--- src/rtl/bleeper_pcm.sv ---
// -----------------------------------------------------------------------------
// bleeper_pcm
//
// Turns the 1-bit bleeper speaker square wave into a signed 16-bit PCM stream.
// The speaker duty cycle is measured over a window of 2**LOG2_WIN ce ticks and
// mapped onto a bipolar full-scale level. That level is scaled by an
// attack/release envelope so that gating the beeper on and off ramps the
// output instead of stepping it, which keeps the mixer free of clicks.
//
// Parameters
//   LOG2_WIN   : window length is 2**LOG2_WIN ce ticks (1..15)
//   RAMP_STEP  : envelope change per window, unsigned 15-bit, > 0
//
// Ports
//   clk_sys      in   system clock
//   reset_n      in   asynchronous reset, active-low
//   ce           in   clock enable; the window only advances while high
//   enable       in   beeper gate, only looked at on the last tick of a window
//   speaker_in   in   bleeper square wave, may come from another clock domain
//   sample       out  signed PCM sample, held between updates
//   sample_valid out  single-cycle pulse marking a new sample
//   active       out  high while the envelope is non-zero
// -----------------------------------------------------------------------------
module bleeper_pcm #(
    parameter int unsigned LOG2_WIN  = 10,
    parameter int unsigned RAMP_STEP = 512
) (
    input  logic               clk_sys,
    input  logic               reset_n,
    input  logic               ce,
    input  logic               enable,
    input  logic               speaker_in,
    output logic signed [15:0] sample,
    output logic               sample_valid,
    output logic               active
);

    localparam int unsigned   WIN     = 1 << LOG2_WIN;
    localparam logic [14:0]   ENV_MAX = 15'h7FFF;
    localparam logic [14:0]   STEP    = 15'(RAMP_STEP);
    localparam logic [LOG2_WIN-1:0] WIN_ONE = 1;

    typedef enum logic [1:0] {
        IDLE    = 2'd0,
        ATTACK  = 2'd1,
        HOLD    = 2'd2,
        RELEASE = 2'd3
    } state_t;

    // -------------------------------------------------------------------------
    // Arithmetic helpers
    // -------------------------------------------------------------------------

    // Clamp an 18-bit intermediate onto the 16-bit PCM range.
    function automatic logic signed [15:0] sat16(input logic signed [17:0] v);
        if (v > 18'sd32767) begin
            return 16'sh7FFF;
        end
        if (v < -18'sd32768) begin
            return 16'sh8000;
        end
        return v[15:0];
    endfunction

    // Window high count -> full-scale bipolar level. A window that is high
    // throughout lands on +32768 and is clamped to +32767; all-low gives
    // exactly -32768.
    function automatic logic signed [15:0] level_of(input logic [LOG2_WIN:0] hi);
        logic [17:0]        twice;
        logic signed [17:0] bip;
        twice = 18'(hi) << 1;
        bip   = $signed(twice - 18'(WIN));
        return sat16(bip <<< (15 - LOG2_WIN));
    endfunction

    function automatic logic [14:0] env_up(input logic [14:0] e);
        logic [15:0] s;
        s = {1'b0, e} + {1'b0, STEP};
        if (s > 16'd32767) begin
            return ENV_MAX;
        end
        return s[14:0];
    endfunction

    function automatic logic [14:0] env_down(input logic [14:0] e);
        if (e > STEP) begin
            return e - STEP;
        end
        return 15'd0;
    endfunction

    // Signed level times unsigned envelope, floored by 2**15. The magnitude of
    // the product stays below 2**30, so the quotient always fits 16 bits.
    function automatic logic signed [15:0] scale(input logic signed [15:0] lvl,
                                                 input logic [14:0]        e);
        logic signed [31:0] a;
        logic signed [31:0] b;
        logic signed [31:0] p;
        a = 32'(lvl);
        b = $signed({17'd0, e});
        p = a * b;
        return 16'(p >>> 15);
    endfunction

    // -------------------------------------------------------------------------
    // Registers
    // -------------------------------------------------------------------------
    logic                  sync1_q;
    logic                  spk_s_q;
    logic [LOG2_WIN-1:0]   win_cnt_q;
    logic [LOG2_WIN:0]     high_cnt_q;
    state_t                state_q;
    state_t                state_d;
    logic [14:0]           env_q;
    logic [14:0]           env_d;
    logic signed [15:0]    sample_q;
    logic                  valid_q;
    logic                  active_q;

    logic                  we;
    logic [LOG2_WIN:0]     high_tot;
    logic signed [15:0]    level;
    logic signed [15:0]    sample_d;

    // -------------------------------------------------------------------------
    // Window-end stage: duty measurement and envelope step
    // -------------------------------------------------------------------------
    assign we       = ce && (win_cnt_q == '1);
    // The tick that closes the window is counted as well.
    assign high_tot = high_cnt_q + (LOG2_WIN+1)'(spk_s_q);
    assign level    = level_of(high_tot);

    always_comb begin
        state_d = state_q;
        env_d   = env_q;
        if (we) begin
            unique case (state_q)
                IDLE: begin
                    if (enable) begin
                        env_d   = env_up(15'd0);
                        state_d = ATTACK;
                    end
                end
                ATTACK: begin
                    if (!enable) begin
                        env_d   = env_down(env_q);
                        state_d = RELEASE;
                    end else begin
                        env_d = env_up(env_q);
                        if (env_d == ENV_MAX) begin
                            state_d = HOLD;
                        end
                    end
                end
                HOLD: begin
                    if (!enable) begin
                        env_d   = env_down(ENV_MAX);
                        state_d = RELEASE;
                    end else begin
                        env_d = ENV_MAX;
                    end
                end
                RELEASE: begin
                    // Re-gating ramps up from wherever the release got to.
                    if (enable) begin
                        env_d   = env_up(env_q);
                        state_d = (env_d == ENV_MAX) ? HOLD : ATTACK;
                    end else begin
                        env_d = env_down(env_q);
                        if (env_d == 15'd0) begin
                            state_d = IDLE;
                        end
                    end
                end
                default: begin
                    env_d   = 15'd0;
                    state_d = IDLE;
                end
            endcase
        end
    end

    // The sample uses the post-update envelope so it tracks the ramp without
    // an extra window of lag.
    assign sample_d = scale(level, env_d);

    // -------------------------------------------------------------------------
    // Output stage: sample, valid and active registered together
    // -------------------------------------------------------------------------
    always_ff @(posedge clk_sys or negedge reset_n) begin
        if (!reset_n) begin
            sync1_q    <= 1'b0;
            spk_s_q    <= 1'b0;
            win_cnt_q  <= '0;
            high_cnt_q <= '0;
            state_q    <= IDLE;
            env_q      <= 15'd0;
            sample_q   <= 16'sd0;
            valid_q    <= 1'b0;
            active_q   <= 1'b0;
        end else begin
            // Synchronizer runs every clock regardless of ce.
            sync1_q <= speaker_in;
            spk_s_q <= sync1_q;
            if (ce) begin
                win_cnt_q  <= win_cnt_q + WIN_ONE;
                high_cnt_q <= we ? '0 : high_tot;
            end
            state_q  <= state_d;
            env_q    <= env_d;
            active_q <= (env_d != 15'd0);
            valid_q  <= we;
            if (we) begin
                sample_q <= sample_d;
            end
        end
    end

    assign sample       = sample_q;
    assign sample_valid = valid_q;
    assign active       = active_q;

endmodule

--- config.mk ---
export PLATFORM = sky130hd
export DESIGN_NAME = bleeper_pcm
export DESIGN_NICKNAME = d
export VERILOG_FILES = /design/src/rtl/bleeper_pcm.sv
export SDC_FILE = /design/constraint.sdc
export NUM_CORES = 1
export LEC_CHECK = 0
export CORE_ASPECT_RATIO = 1.5
export CORE_MARGIN = 2
export CORE_UTILIZATION = 55
export DETAILED_ROUTE_END_ITERATION = 8
export PLACE_DENSITY = 0.72
export SLEW_MARGIN = 20
export SYNTH_ARGS = -nofsm -noshare
export SYNTH_HDL_FRONTEND = slang
export SYNTH_SLANG_ARGS = --single-unit
--- constraint.sdc ---
create_clock -name clk_sys -period 9.88 [get_ports clk_sys]
set_input_delay 1.976 -clock clk_sys [delete_from_list [all_inputs] [get_ports clk_sys]]
set_output_delay 1.976 -clock clk_sys [all_outputs]
set_load 0.02 [all_outputs]
==> results of run 1 <==
stage by stage:
step	TNS (ns)	hold slack (ns)
2_1_floorplan	0	0.3312
3_3_place_gp	0	0.3341
3_5_place_dp	-0.6625	0.3356
4_1_cts	0	0.3469
5_1_grt	0	0.3589
6_report	0	0.3414
worst register-to-register path: cells and delay by family (launching register included):
family,cells,cell delay (ns)
AO/OA/AOI/OAI,6,1.02
XOR/XNOR,2,0.49
adder cells (fa/ha/maj),9,3.90
buffers and inverters,6,0.89
flip-flops,1,0.35
AND/OR/NAND/NOR,7,1.96
layout make-up:
| type | count | area, um2 |
|---|---|---|
| multi-input combinational | 918 | 8810 |
| fill | 1788 | 7656 |
| sequential | 58 | 1451 |
| inverter | 279 | 1052 |
| timing repair buffer | 98 | 793.3 |
| tap | 264 | 330.3 |
| clock buffer | 9 | 225.2 |
| clock inverter | 7 | 101.3 |
worst paths after layout:
kind / slack, ns / cells past startpoint / to / startpoint
worst max register to register: 1.16 / 30 / sample[15]$_DFFE_PN0P_ / high_cnt_q[0]$_DFFE_PN0P_
worst min register to register: 0.34 / 0 / spk_s_q$_DFF_PN0_ / sync1_q$_DFF_PN0_
min in group asynchronous: 1.80 / 2 / sample[6]$_DFFE_PN0P_ / reset_n
max in group asynchronous: 7.60 / 2 / sample[0]$_DFFE_PN0P_ / reset_n
worst max-delay path: 0.38 / 30 / sample[9]$_DFFE_PN0P_ / ce
worst min-delay path: 0.34 / 0 / spk_s_q$_DFF_PN0_ / sync1_q$_DFF_PN0_
cells in the final DEF (no fill, tap or decap), types with 7 or more instances in the layout:
cell and count:
sky130_fd_sc_hd__nand4_1 12, sky130_fd_sc_hd__o21ai_0 52, sky130_fd_sc_hd__inv_1 277, sky130_fd_sc_hd__nand2b_1 11
sky130_fd_sc_hd__xor2_1 22, sky130_fd_sc_hd__clkdlybuf4s50_1 21, sky130_fd_sc_hd__o21ai_1 7, sky130_fd_sc_hd__a21o_1 18
sky130_fd_sc_hd__clkbuf_16 9, sky130_fd_sc_hd__and2_1 26, sky130_fd_sc_hd__a21oi_1 34, sky130_fd_sc_hd__xnor2_1 39
sky130_fd_sc_hd__dfrtp_1 58, sky130_fd_sc_hd__fa_1 212, sky130_fd_sc_hd__nor3_1 15, sky130_fd_sc_hd__nand2_1 171
sky130_fd_sc_hd__nand3_1 24, sky130_fd_sc_hd__buf_4 74, sky130_fd_sc_hd__ha_1 88, sky130_fd_sc_hd__nor2_1 90
kinds of logic (layout without fill, tap and decap cells):
| kind of cell | after synthesis | in the layout | synth area share |
|---|---|---|---|
| buffers and inverters | 325 | 393 | 0.1082 |
| and+or+nand+nor | 389 | 389 | 0.1536 |
| muxes | 3 | 3 | 0.002845 |
| AOI/OAI and AO/OA | 163 | 163 | 0.09258 |
| xor gates and xnor gates | 63 | 63 | 0.04826 |
| DFF | 58 | 58 | 0.1269 |
| adders and majority gates | 300 | 300 | 0.4675 |
power breakdown:
group / total (W) / internal (W) / switching [W] / leakage (nW)
combinational: 0.000475 / 0.000162 / 0.000313 / 5.53
sequential: 0.000304 / 0.000265 / 0.0000392 / 0.755
clock: 0.000337 / 0.000222 / 0.000115 / 0.152
total: 0.00112 / 0.000649 / 0.000467 / 6.44
timing repair:
action,4_1_cts,5_1_grt
gates resized for setup,0,16
endpoints found under the setup margin,0,10
setup buffers,0,0
state kept, by name (all words and copies together), names as in the netlist:
| signal | cells |
|---|---|
| state_q | 2 |
| sync1_q | 1 |
| win_cnt_q | 10 |
| env_q | 15 |
| spk_s_q | 1 |
| sample_valid | 1 |
| sample | 16 |
| active | 1 |
| high_cnt_q | 11 |
routing by layer:
metal,vias up,wire (um)
met5,-,0
met4,0,2002
met3,121,1521
met2,347,17020
met1,4474,10780
li1,4140,-
==> flow_summary.json, run 1 <==
{
  "result_of_the_run": "finished, final reports clean",
  "layoutNonFillerInstCount": 1633,
  "cts.hold.buffers_added": 0,
  "final_util": 0.6251,
  "nets": 1669,
  "yosys_warnings": 0,
  "max_cap_violations": 0,
  "pre_cts_ws_ns": -0.2693,
  "yosys.area.top_type": "sky130_fd_sc_hd__fa_1",
  "cts_inserted_buffers": 9,
  "drive_above_1_share": 0.09204,
  "post_synthesis_sequential_element_count": 58,
  "drt-initial-drc-count": 670,
  "power_density_nw_per_um2": 87.44,
  "cp_data_required_time_ns": 10.09,
  "postSynth.topFlopCell": "sky130_fd_sc_hd__dfrtp_1",
  "design_area_um2": 12760,
  "globalRoute.totalOverflow": 0,
  "detailroute.via_count": 9082,
  "endpoint_kind": "flop",
  "peak_per_stage_delay_on_the_critical_path_ns": 0.56,
  "fp.dieH_um": 180.6,
  "remaining_drc_errors": 0,
  "timing.critical_path.buf_inv": 7,
  "placeableCoreArea_um2": 20420,
  "synthDistinctLibCells": 66,
  "hpwl_um": 26460,
  "vias_per_cell": 5.562,
  "synth-seq-area-share": 0.1269,
  "critical_path.most_common_cell": "sky130_fd_sc_hd__fa_1",
  "skew_ns": 0.007994,
  "most_frequently_used_cell_type_in_the_post_synthesis_netlist": "sky130_fd_sc_hd__inv_1",
  "dieWidth_um": 121.7,
  "timing_max_transition_violations_final": 0,
  "mappedNetlistNets": 1606,
  "cts.root.buffer_cell": "sky130_fd_sc_hd__clkbuf_16",
  "dr.pass1.iters": 5,
  "clkTransAtPathRegs_ns": 0.06,
  "cts-root-to-sink-buffers": 2,
  "grt.total_usage": 0.3018,
  "power.ir.vdd_worst_mv": 0.07943,
  "synthToLayoutAreaGrowth_pct": 11.63,
  "worst_ep_arrival_time_ns": 9.71,
  "hold_path.class": "flop to flop",
  "numPortBuffers": 22,
  "synth_top_area_cells": "sky130_fd_sc_hd__fa_1 37%, sky130_fd_sc_hd__dfrtp_1 13%, sky130_fd_sc_hd__ha_1 9.6%",
  "synth_edf_count": 0,
  "post-route-min-period_ns": 9.499,
  "postLayoutSetupSlackWorst_ns": 0.3805,
  "totalPowerFinal_w": 0.001116,
  "cts_max_level": 3,
  "place.gp.congestion": 0.9648,
  "use_met1": 0.3335,
  "drt_wl_total_um": 31320,
  "met3_usage": 0.03449,
  "placedInstanceArea_um2": 12380,
  "synth_area_um2": 11430,
  "synth-async-reset-ratio": 1.000,
  "max-slew-margin-rel": 0.5128,
  "grt_start_max_net_pins": 59,
  "timing.critical_path.slowest_stage_cell": "sky130_fd_sc_hd__or4_4",
  "fp.dieArea_um2": 21980,
  "floorplan.io_pins": 23,
  "min_period_over_period": 0.9615,
  "detail_route.wl_per_cell_um": 19.18,
  "busiest_layer": "met2",
  "timing.setup.critical_path_class": "input port to flop",
  "num_antenna_cells": 0,
  "grt_first_pass_wirelength_um": 50410,
  "grt_pass1_vias": 9791,
  "netlist_instances": 1301,
  "timing.critical_path.from_type": "input port",
  "timing_worst_slew_pin_value_ns": 0.7308,
  "synthTopCellsByCount": "277 x sky130_fd_sc_hd__inv_1, 212 x sky130_fd_sc_hd__fa_1, 172 x sky130_fd_sc_hd__nand2_1, 92 x sky130_fd_sc_hd__nor2_1, 88 x sky130_fd_sc_hd__ha_1",
  "floorplan.initialDensity": 0.5599,
  "final-hold-violation-count": 0,
  "max_clock_freq_ghz": 0.1053,
  "synth.top_cell.area_share": 0.3712,
  "cellLeakagePower_nw": 6.436,
  "antenna_left": 0,
  "timing.final.setup_violations": 0,
  "worst_skew_pair.late_latency_ns": 0.33,
  "groute.layer.met2.usage": 0.5573,
  "cp_top_family": "adder cells",
  "cts_tree": "yes",
  "rows": 64,
  "unrepaired_setup_endpoints_after_global_routing": "no",
  "synth.avg_cell_area_um2": 8.788,
  "worstPathMaxFanout": 16,
  "dp_cells": 1617,
  "antenna_found_initial": 0,
  "clock_sinks": 58
}
(Power assumes the default switching activity.)
==> run 2, diff against run 1 <==
--- a/config.mk
+++ b/config.mk
@@ -9,7 +9,7 @@
 export CORE_MARGIN = 2
 export CORE_UTILIZATION = 55
 export DETAILED_ROUTE_END_ITERATION = 8
-export PLACE_DENSITY = 0.72
+export PLACE_DENSITY = 0.69
 export SLEW_MARGIN = 20
 export SYNTH_ARGS = -nofsm -noshare
 export SYNTH_HDL_FRONTEND = slang
==> run 2 against run 1 <==
Net effect: clock power rose by 4%; die area did not move; final area increased by 0.54%; final cell count up 0.86%; global-route usage grew 1.1 points; clock skew is 0.0041 ns higher; register-to-register slack better by 0.10 ns; fmax grew 0.27%; sequential cell count unchanged; combinational power rose by 1%.
==> flow_summary.json, run 2 (synthesis gave the netlist of run 1 again) <==
{
  "timing.critical_path.from_type": "input port",
  "cts-resized-gates": 0,
  "hold_path.class": "flop to flop",
  "num_antenna_cells": 0,
  "final-hold-violation-count": 0,
  "floorplan.io_pins": 23,
  "hpwl_um": 26440,
  "rows": 64,
  "peak_per_stage_delay_on_the_critical_path_ns": 0.61,
  "placeableCoreArea_um2": 20420,
  "max-slew-margin-rel": 0.4961,
  "nets": 1683,
  "worst_skew_pair.late_latency_ns": 0.34,
  "detailroute.via_count": 9220,
  "grt_first_pass_wirelength_um": 51860,
  "fp.dieArea_um2": 21980,
  "totalPowerFinal_w": 0.001134,
  "clock_sinks": 58,
  "fill_cells": 1789,
  "vias_per_cell": 5.598,
  "power_density_nw_per_um2": 88.40,
  "cts.root.buffer_cell": "sky130_fd_sc_hd__clkbuf_16",
  "largest_register_ff_count": 16,
  "fp.dieH_um": 180.6,
  "cts.hold.buffers_added": 0,
  "detail_route.wl_per_cell_um": 19.39,
  "result_of_the_run": "finished, final reports clean",
  "timing.critical_path.slowest_stage_cell": "sky130_fd_sc_hd__or4_4",
  "dieWidth_um": 121.7,
  "grt_pass1_vias": 9971,
  "synthToLayoutAreaGrowth_pct": 12.23,
  "unrepaired_setup_endpoints_after_global_routing": "no",
  "area.sequential_um2": 1451,
  "cts_tree": "yes",
  "post-route-min-period_ns": 9.474,
  "cts_inserted_buffers": 9,
  "place.gp.congestion": 0.9470,
  "final_util": 0.6284,
  "drive_above_1_share": 0.09761,
  "cts-root-to-sink-buffers": 2,
  "antenna_found_initial": 0,
  "timing_worst_slew_pin_value_ns": 0.7559,
  "min_period_over_period": 0.9589,
  "drt_wl_total_um": 31930,
  "critical_path.most_common_cell": "sky130_fd_sc_hd__fa_1",
  "power.ir.vdd_worst_mv": 0.08289,
  "endpoint_kind": "flop",
  "globalRoute.totalOverflow": 0,
  "timing_max_transition_violations_final": 0,
  "max_clock_freq_ghz": 0.1056,
  "skew_ns": 0.01214,
  "dr.pass1.iters": 5,
  "holdWs_ns": 0.3496,
  "timing.final.setup_violations": 0,
  "drt-initial-drc-count": 658,
  "max_cap_violations": 0,
  "worstPathMaxFanout": 8,
  "timing.setup.critical_path_class": "input port to flop",
  "cts_max_level": 3,
  "grt.total_usage": 0.3124,
  "grt_start_max_net_pins": 59,
  "antenna_left": 0,
  "cp_data_required_time_ns": 10.10,
  "most-common-layout-cells": "277 x sky130_fd_sc_hd__inv_1, 212 x sky130_fd_sc_hd__fa_1, 172 x sky130_fd_sc_hd__nand2_1, 92 x sky130_fd_sc_hd__nor2_1, 90 x sky130_fd_sc_hd__buf_4",
  "numPortBuffers": 22,
  "worst_ep_arrival_time_ns": 9.69,
  "cellLeakagePower_nw": 6.521,
  "floorplan.initialDensity": 0.5599,
  "clkTransAtPathRegs_ns": 0.05,
  "multiInputGateArea_um2": 8777,
  "buffer_count_from_post_cts_setup_fixing": 0,
  "layout_commonest_cell": "sky130_fd_sc_hd__inv_1",
  "remaining_drc_errors": 0
}
run 2: changes by cell type in the layout (fill, tap and decap cells not counted), sizes merged:
cell      before  now
clkinvlp       2    0
buf           77   91
inv          279  278
clkbuf         9   12
run 2: through the flow:
| step | worst slack, ns | cell area, um2 | TNS [ns] | cells |
|---|---|---|---|---|
| floorplan | 0.7307 | 11430 | 0 | 1301 |
| global placement | -0.05081 | 12480 | -0.05081 | 1631 |
| detailed placement | -0.08177 | 12480 | -0.2089 | 1631 |
| CTS | 0.2265 | 12810 | 0 | 1647 |
| global route | 0.06207 | 12830 | 0 | 1647 |
| finish | 0.4060 | 12830 | 0 | 1647 |
run 2: metal layers:
| layer | global-route usage | wire (um) |
|---|---|---|
| met5 | 0 | 0 |
| met4 | 0.1959 | 2413 |
| met3 | 0.04905 | 1588 |
| met2 | 0.5501 | 16660 |
| met1 | 0.3467 | 11260 |
run 2: path summary, 6_finish.rpt:
kind                            cells after the start                       from  slack (ns)                     end
worst max register to register                     30  high_cnt_q[0]$_DFFE_PN0P_        1.26  sample[15]$_DFFE_PN0P_
worst min-delay path                                0          sync1_q$_DFF_PN0_        0.35       spk_s_q$_DFF_PN0_
worst max-delay path                               30                         ce        0.41   sample[9]$_DFFE_PN0P_
min in group asynchronous                           2                    reset_n        1.80  sample[14]$_DFFE_PN0P_
max in group asynchronous                           2                    reset_n        7.58        active$_DFF_PN0_
worst min register to register                      0          sync1_q$_DFF_PN0_        0.35       spk_s_q$_DFF_PN0_
run 2: where the power goes:
group / switching (W) / internal [W]
Combinational: 0.000317 / 0.000165
Clock: 0.000115 / 0.000235
Sequential: 0.0000375 / 0.000265
run 2: worst max-delay path: cells and delay by family:
| kind | cells | cell delay [ns] |
|---|---|---|
| buffers and inverters | 8 | 1.25 |
| adders and majority gates | 7 | 3.38 |
| and+or+nand+nor | 6 | 1.38 |
| xor gates and xnor gates | 1 | 0.20 |
| AOI/OAI and AO/OA | 8 | 1.48 |
run 2: cell type report:
cell class,instances,area share
Multi-Input combinational cell,918,0.6840
Clock buffer,12,0.01999
Clock inverter,4,0.005753
Sequential cell,58,0.1131
Tap cell,264,0.02574
Inverter,279,0.08200
Timing Repair Buffer,112,0.06942
